### config.mk
export PLATFORM = sky130hd
export DESIGN_NAME = sys_array_job_arbiter
export DESIGN_NICKNAME = d
export VERILOG_FILES = /design/src/rtl/sys_array_job_arbiter.sv
export SDC_FILE = /design/constraint.sdc
export NUM_CORES = 1
export LEC_CHECK = 0
export ABC_AREA = 1
export BUFFER_PORTS_ARGS = -buffer_cell sky130_fd_sc_hd__buf_2
export CAP_MARGIN = 10
export CORE_AREA = 2 2 244 246
export CTS_BUF_LIST = sky130_fd_sc_hd__clkbuf_4 sky130_fd_sc_hd__clkbuf_8
export DETAILED_ROUTE_END_ITERATION = 10
export DIE_AREA = 0 0 246 248
export HOLD_SLACK_MARGIN = 0.02
export PLACE_DENSITY = 0.48
export SYNTH_ARGS = -nofsm -noshare
export SYNTH_HDL_FRONTEND = slang
export SYNTH_SLANG_ARGS = --single-unit
export TNS_END_PERCENT = 1
### constraint.sdc
create_clock -name clk -period 1.4 [get_ports clk]
set_input_delay 0.14 -clock clk [delete_from_list [all_inputs] [get_ports clk]]
set_output_delay 0.14 -clock clk [all_outputs]
set_load 0.01 [all_outputs]
### src/rtl/sys_array_job_arbiter.sv
// Round-robin job arbiter sharing one systolic-array fetcher between requesters.
// Sequences the fetcher through reset, weight load, start and result wait.
module sys_array_job_arbiter #(
  parameter int DATA_WIDTH = 8,
  parameter int ARRAY_W_W  = 2,
  parameter int ARRAY_W_L  = 5,
  parameter int ARRAY_A_W  = 5,
  parameter int ARRAY_A_L  = 2,
  parameter int NUM_REQ    = 2,
  parameter int TIMEOUT    = 32,
  localparam int BB = ARRAY_A_W * ARRAY_A_L * DATA_WIDTH,
  localparam int WB = ARRAY_W_W * ARRAY_W_L * DATA_WIDTH,
  localparam int RB = ARRAY_W_W * ARRAY_A_L * 2 * DATA_WIDTH
) (
  input  logic                 clk,
  input  logic                 reset_n,
  input  logic [NUM_REQ-1:0]   req,
  input  logic [NUM_REQ*BB-1:0] req_data_b,
  input  logic [NUM_REQ*WB-1:0] req_data_w,
  output logic [NUM_REQ-1:0]   gnt,
  output logic [NUM_REQ-1:0]   done,
  output logic                 err,
  output logic [RB-1:0]        result,
  output logic                 busy,
  output logic                 fa_reset_n,
  output logic                 fa_load_params,
  output logic                 fa_start_comp,
  output logic [BB-1:0]        fa_data_b,
  output logic [WB-1:0]        fa_data_w,
  input  logic                 fa_ready,
  input  logic [RB-1:0]        fa_out_data
);

  localparam int IW = $clog2(NUM_REQ);
  localparam int TW = $clog2(TIMEOUT + 1);

  typedef enum logic [2:0] {
    IDLE, ARR_RST, LOAD, START, WAIT, DONE
  } state_t;

  state_t        state_q, state_d;
  logic [IW-1:0] idx, last_idx, pick;
  logic [TW-1:0] timer;
  logic          timeout_hit;

  // Search starts one past the previous winner so grants rotate.
  always_comb begin
    int c;
    logic found;
    pick  = last_idx;
    found = 1'b0;
    for (int k = 1; k <= NUM_REQ; k++) begin
      c = int'(last_idx) + k;
      if (c >= NUM_REQ) c = c - NUM_REQ;
      if (!found && req[c]) begin
        pick  = IW'(c);
        found = 1'b1;
      end
    end
  end

  assign timeout_hit = (timer == TW'(TIMEOUT - 1));

  always_comb begin
    state_d = state_q;
    unique case (state_q)
      IDLE:    if (|req) state_d = ARR_RST;
      ARR_RST: state_d = LOAD;
      LOAD:    state_d = START;
      START:   state_d = WAIT;
      WAIT:    if (fa_ready || timeout_hit) state_d = DONE;
      DONE:    state_d = IDLE;
      default: state_d = IDLE;
    endcase
  end

  always_ff @(posedge clk) begin
    if (!reset_n) begin
      state_q        <= IDLE;
      idx            <= '0;
      last_idx       <= IW'(NUM_REQ - 1);
      timer          <= '0;
      gnt            <= '0;
      done           <= '0;
      err            <= 1'b0;
      result         <= '0;
      fa_load_params <= 1'b0;
      fa_start_comp  <= 1'b0;
      fa_data_b      <= '0;
      fa_data_w      <= '0;
    end else begin
      state_q        <= state_d;
      gnt            <= '0;
      done           <= '0;
      err            <= 1'b0;
      fa_load_params <= (state_q == ARR_RST);
      fa_start_comp  <= (state_q == LOAD);
      unique case (state_q)
        IDLE: begin
          if (|req) begin
            idx       <= pick;
            gnt       <= NUM_REQ'(1) << pick;
            fa_data_b <= req_data_b[int'(pick)*BB +: BB];
            fa_data_w <= req_data_w[int'(pick)*WB +: WB];
          end
        end
        START: timer <= '0;
        WAIT: begin
          if (fa_ready) begin
            result <= fa_out_data;
            done   <= NUM_REQ'(1) << idx;
          end else if (timeout_hit) begin
            err  <= 1'b1;
            done <= NUM_REQ'(1) << idx;
          end else begin
            timer <= timer + TW'(1);
          end
        end
        DONE: last_idx <= idx;
        default: ;
      endcase
    end
  end

  // Local reset also covers the global one so the fetcher never runs unreset.
  assign fa_reset_n = reset_n & (state_q != ARR_RST);
  assign busy       = (state_q != IDLE);

endmodule
* After elaboration in Yosys (flattened, before gate mapping)
Index checks and enable logic that the tools add are counted.
** Operators by class
- Multipliers :: 1
- Bitwise gates (word level) :: 3
- $add $sub $neg :: 5
- Shift operators :: 4
- Divide/modulo/power cells :: 0
- Reductions and logical operators :: 14
- Equal/unequal tests :: 11
- Multiplexer cells :: 20
- $lt $le $gt $ge :: 4
** Operators with widths (number)
- $shiftx 160x32->80 :: 1
- $shiftx 160x9->80 :: 1
- $lt 32x3->1 const B :: 2
- $mux 32 :: 2
- $pmux 3 s5 :: 1
- $mux 6 :: 2
- $pmux 6 s2 :: 1
- $mux 1 :: 10
- $ne 2x2->1 const B :: 4
- $reduce_and 2->1 :: 4
- $add 6x1->6 const B :: 1
- $eq 3x2->1 const B :: 2
- $eq 3x3->1 const B :: 2
- $eq 6x5->1 const B :: 1
- $mux 3 :: 2
- $reduce_and 3->1 :: 2
- $mul 1x3->4 const B :: 1
- $mux 2 :: 2
- $shl 1x1->2 const A :: 2
- $sub 3x2->4 const B :: 1
- $add 1x2->3 const B :: 1
- $eq 3x1->1 const B :: 1
- $ge 3x2->1 const B :: 1
- $logic_not 3->1 :: 1
- other kinds (13) :: 14
** Storage, ports and cells
- Memory bits (writable) :: 0
- Bits in registers :: 242
- Bits in read-only memories :: 0
- Output and inout bits :: 233
- Word-level logic and storage cells :: 74
- Input port bits :: 389
- Memories :: 0
- Latch bits :: 0

* Longest topological paths before layout
- Word-level depth :: 12
- Mapped depth :: 9
- Mapped depth without buffers :: 9

* Least setup slack after synthesis
Ideal clock, no wire load.
- Path type :: register -> register
- From :: register state_q[0]
- To :: register fa_data_b[0]
- Required time :: 1281 ps
- Buffers on the path :: 2
- Cell stages (with the launch flop) :: 9
- Path slack :: 37 ps
- Clock period less this slack :: 1363 ps
- Library setup time :: 119 ps
- Arrival :: 1244 ps
- Cell sequence :: dfxtp_1 > nor2_4 > nand2_2 > nor2_8 > inv_4 > buf_6 > buf_6 > a21oi_2 > a21oi_1
** On the way
- Cells in the longest elaborated chain, start to end :: 2
** RTL lines
- start, declared :: line 41 : state_t state_q, state_d;
- start signal, assigned :: line 92 : state_q <= state_d;
- $logic_not 3->1 :: line 98 : unique case (state_q)
- $reduce_and 2->1 (no source line)
- end signal, assigned :: line 103 : fa_data_b <= req_data_b[int'(pick)*BB +: BB];
- end, declared :: line 28 : output logic [BB-1:0] fa_data_b,
Every way passes these cells.
A chain may end at the register's enable or synchronous reset.

* Final worst setup path
- From :: register state_q[1]
- To :: register fa_data_w[3]
** On the way
- Cells in the longest elaborated chain, start to end :: 2
** RTL lines
- $logic_not 3->1 :: line 98
- $reduce_and 2->1 (no source line)
- end signal, assigned :: line 104 : fa_data_w <= req_data_w[int'(pick)*WB +: WB];
- end, declared :: line 29 : output logic [WB-1:0] fa_data_w,
Every way passes these cells.

==> out/metrics.cfg <==
[status]
status = complete, but fails checks
violations = setup timing

[synth]
synth_area_per_cell_um2 = 7.879
ys_warn_count = 0
synthesis.nets = 1673
synth-seq-area-share = 0.4793
synth_area_um2 = 10110
ys_ff_latch = 242
netlist_instances = 1283
synth_cell_types = 24

[sta]
drv_slew = 0
setup_viol = 198
worst_hold_slack_ns = 0.1819
worst_pin_slew_ns = 0.4458
relSlewSlack = 0.7028
hold_violations = 0
rsz0062_at_grt = true
fin_worst_skew_ns = 0.01696
finalCriticalPeriod_ns = 1.567
max_freq_mhz = 638.2
fin_crit_sh = 1.119
timing.final.ws_setup_ns = -0.1669

[power_and_ir_drop]
power_density_nw_per_um2 = 1074
vdd.ir_drop.worst_uv = 640.8
p_total_uw = 21510
p_leak_uw = 0.008972

[global_routing]
track_usage = 0.1494
grt_pass1_wl_mm = 73.20
antenna_found_initial = 2
grt_overflow = 0
grt_pass1_vias = 13970
grt_max_degree = 90

[route]
drc = 0
routedWlPerCell_um = 16.12
vias_per_cell = 4.374
drtIter0Drc = 588
dr_total_vias = 13680
wl_mm = 50.40
ant_nets = 0
drt_first_pass_iters = 5

[setup_path]
r2r_slack_ns = -0.17
worst-path-max-fanout = 15
r2r-start = state_q[1]
worstPathArrival_ns = 2.03
path_class = reg -> reg
cp-end-kind = flip-flop
worstPathRequired_ns = 1.86
cp-start-kind = flip-flop
ff2ff_path_depth = 9
r2r_end = fa_data_w[3]

[min_path]
min_from = req[1]
holdPathStages = 6
hold_path.class = in -> reg
hold_end = fa_data_w[78]

[floorplan]
core_area_um2 = 58460
dieArea_um2 = 61010
die_h_um = 248
die_w_um = 246
initial_core_util = 0.1729
fp-row-count = 89
io_pins = 622

[cts]
cts_made_buffers = 47
clk_path_buf_depth = 3
h-tree-depth = 2
clock-sinks = 242
root_buffer = clkbuf_8
tritoncts = built
clk_pin_slew_worst_paths_ns = 0.06
clkLatencyLatePin_ns = 0.59

[placed_design]
gp_congestion = 0.8743
io_buffers = 621
place_hpwl_mm = 32.02

[cells_and_area]
syn_to_final_growth_pct = 98.17
drive_gt1_frac = 0.4120
nNetsFinal = 2712

[flow_run]
cap_violations = 0

==> layout by cell type (no fill, tap or decap), drive strengths merged, types with 2 or more instances in the layout <==
cell type and instances:
nor2 16, clkinv 4, nand3 76, dlygate4sd3 386, clkbuf 76, o21ai 167, a21oi 389, nand4 4
dfxtp 242, nand2 250, buf 715, diode 2, inv 21
==> power breakdown <==
part | leakage (uW) | total (uW) | switching (uW) | internal, uW
registers | 0.00199 | 8020 | 403 | 7620
clock network | 0.000516 | 7430 | 3160 | 4260
logic | 0.00647 | 6070 | 3130 | 2940
total | 0.00897 | 21500 | 6700 | 14800
==> flip-flops by register name, summed over array words and instances, names as in the netlist <==
register,count
done,2
err,1
fa_data_b,80
fa_data_w,80
fa_load_params,1
fa_start_comp,1
gnt,2
idx,1
last_idx,1
result,64
state_q,3
timer,6
==> worst max path at each step <==
stage	slack (ns)	startpoint	endpoint	cells past startpoint
finish	-0.17	state_q[1]	fa_data_w[3]	9
global route	-0.27	state_q[1]	fa_data_w[43]	9
CTS	-0.21	state_q[1]	fa_reset_n	6
detailed placement	-0.13	last_idx	fa_data_w[3]	7
global placement	-0.13	last_idx	fa_data_w[3]	6
floorplan	0.04	state_q[0]	fa_data_b[0]	8
==> synthesized netlist by cell type, drive strengths merged <==
library cell  instances  area (um^2)
o31ai                 1        7.510
nand4                 4        25.02
dfxtp               242         4845
nand2               250        940.9
buf                  53        372.9
nand3                76        380.4
nor2                 16        83.83
clkbuf               62        232.7
nor4                  1        6.260
inv                  20        80.07
ha                    1        12.51
nor3                  1        5.000
a21oi               389         2281
o21ai               167        835.8
==> what timing repair did <==
action                                  4_1_cts  5_1_grt
buffers inserted                              8        1
pin swaps                                     4        2
gates resized for setup                      44       79
cloned                                        1        5
endpoints found under the hold margin       228        0
hold buffers                                386        0
endpoints found under the setup margin      173      238
==> kinds of logic (layout without fill, tap and decap cells) <==
| kind of cell | after synthesis | count (layout) | share of synthesized area |
|---|---|---|---|
| AOI/OAI and AO/OA | 557 | 557 | 0.3091 |
| and+or+nand+nor | 348 | 348 | 0.1426 |
| DFF | 242 | 242 | 0.4793 |
| buffers and inverters | 135 | 1204 | 0.06783 |
| adders and majority gates | 1 | 1 | 0.001238 |
| other | 0 | 2 | 0 |
==> final cells by class <==
| cell class | instances | area, um^2 |
|---|---|---|
| fillers | 5897 | 38430 |
| repair buffers | 1105 | 8254 |
| multi-input cells | 906 | 4887 |
| flip-flops and latches | 242 | 4851 |
| well taps | 773 | 967.2 |
| clock buffers | 72 | 903.4 |
| inverters | 20 | 97.59 |
| clock inverters | 7 | 66.31 |
| diodes | 2 | 5.005 |
==> stage by stage <==
step / setup TNS (ns) / area, um^2 / std cells / worst slack [ns] / utilization
final: -17.93 / 20030 / 3127 / -0.1669 / 0.3426
after global routing: -42.16 / 20030 / 3127 / -0.2670 / 0.3426
after CTS: -20.77 / 19650 / 3119 / -0.2093 / 0.3361
after detailed placement: -8.206 / 14580 / 2645 / -0.1338 / 0.2493
after global placement: -4.437 / 14580 / 2645 / -0.1327 / 0.2493
after floorplan: 0 / 10110 / 1283 / 0.03708 / -
==> per-layer routing <==
layer,up-vias,track usage,share of wire
met5,-,0,0
met4,0,0.07451,0.044
met3,159,0.03687,0.074
met2,662,0.2627,0.49
met1,6358,0.1678,0.39
li1,6499,-,-
==> critical path, cell delays in order, from the launching register on <==
cell and delay (ns):
dfxtp_2 0.33, buf_6 0.11, nor2_4 0.12, nand2_4 0.09
nor2_8 0.11, buf_12 0.16, inv_12 0.08, buf_8 0.17
a21oi_4 0.14, a21oi_1 0.10
No activity file was read; power rests on OpenSTA's default activity.
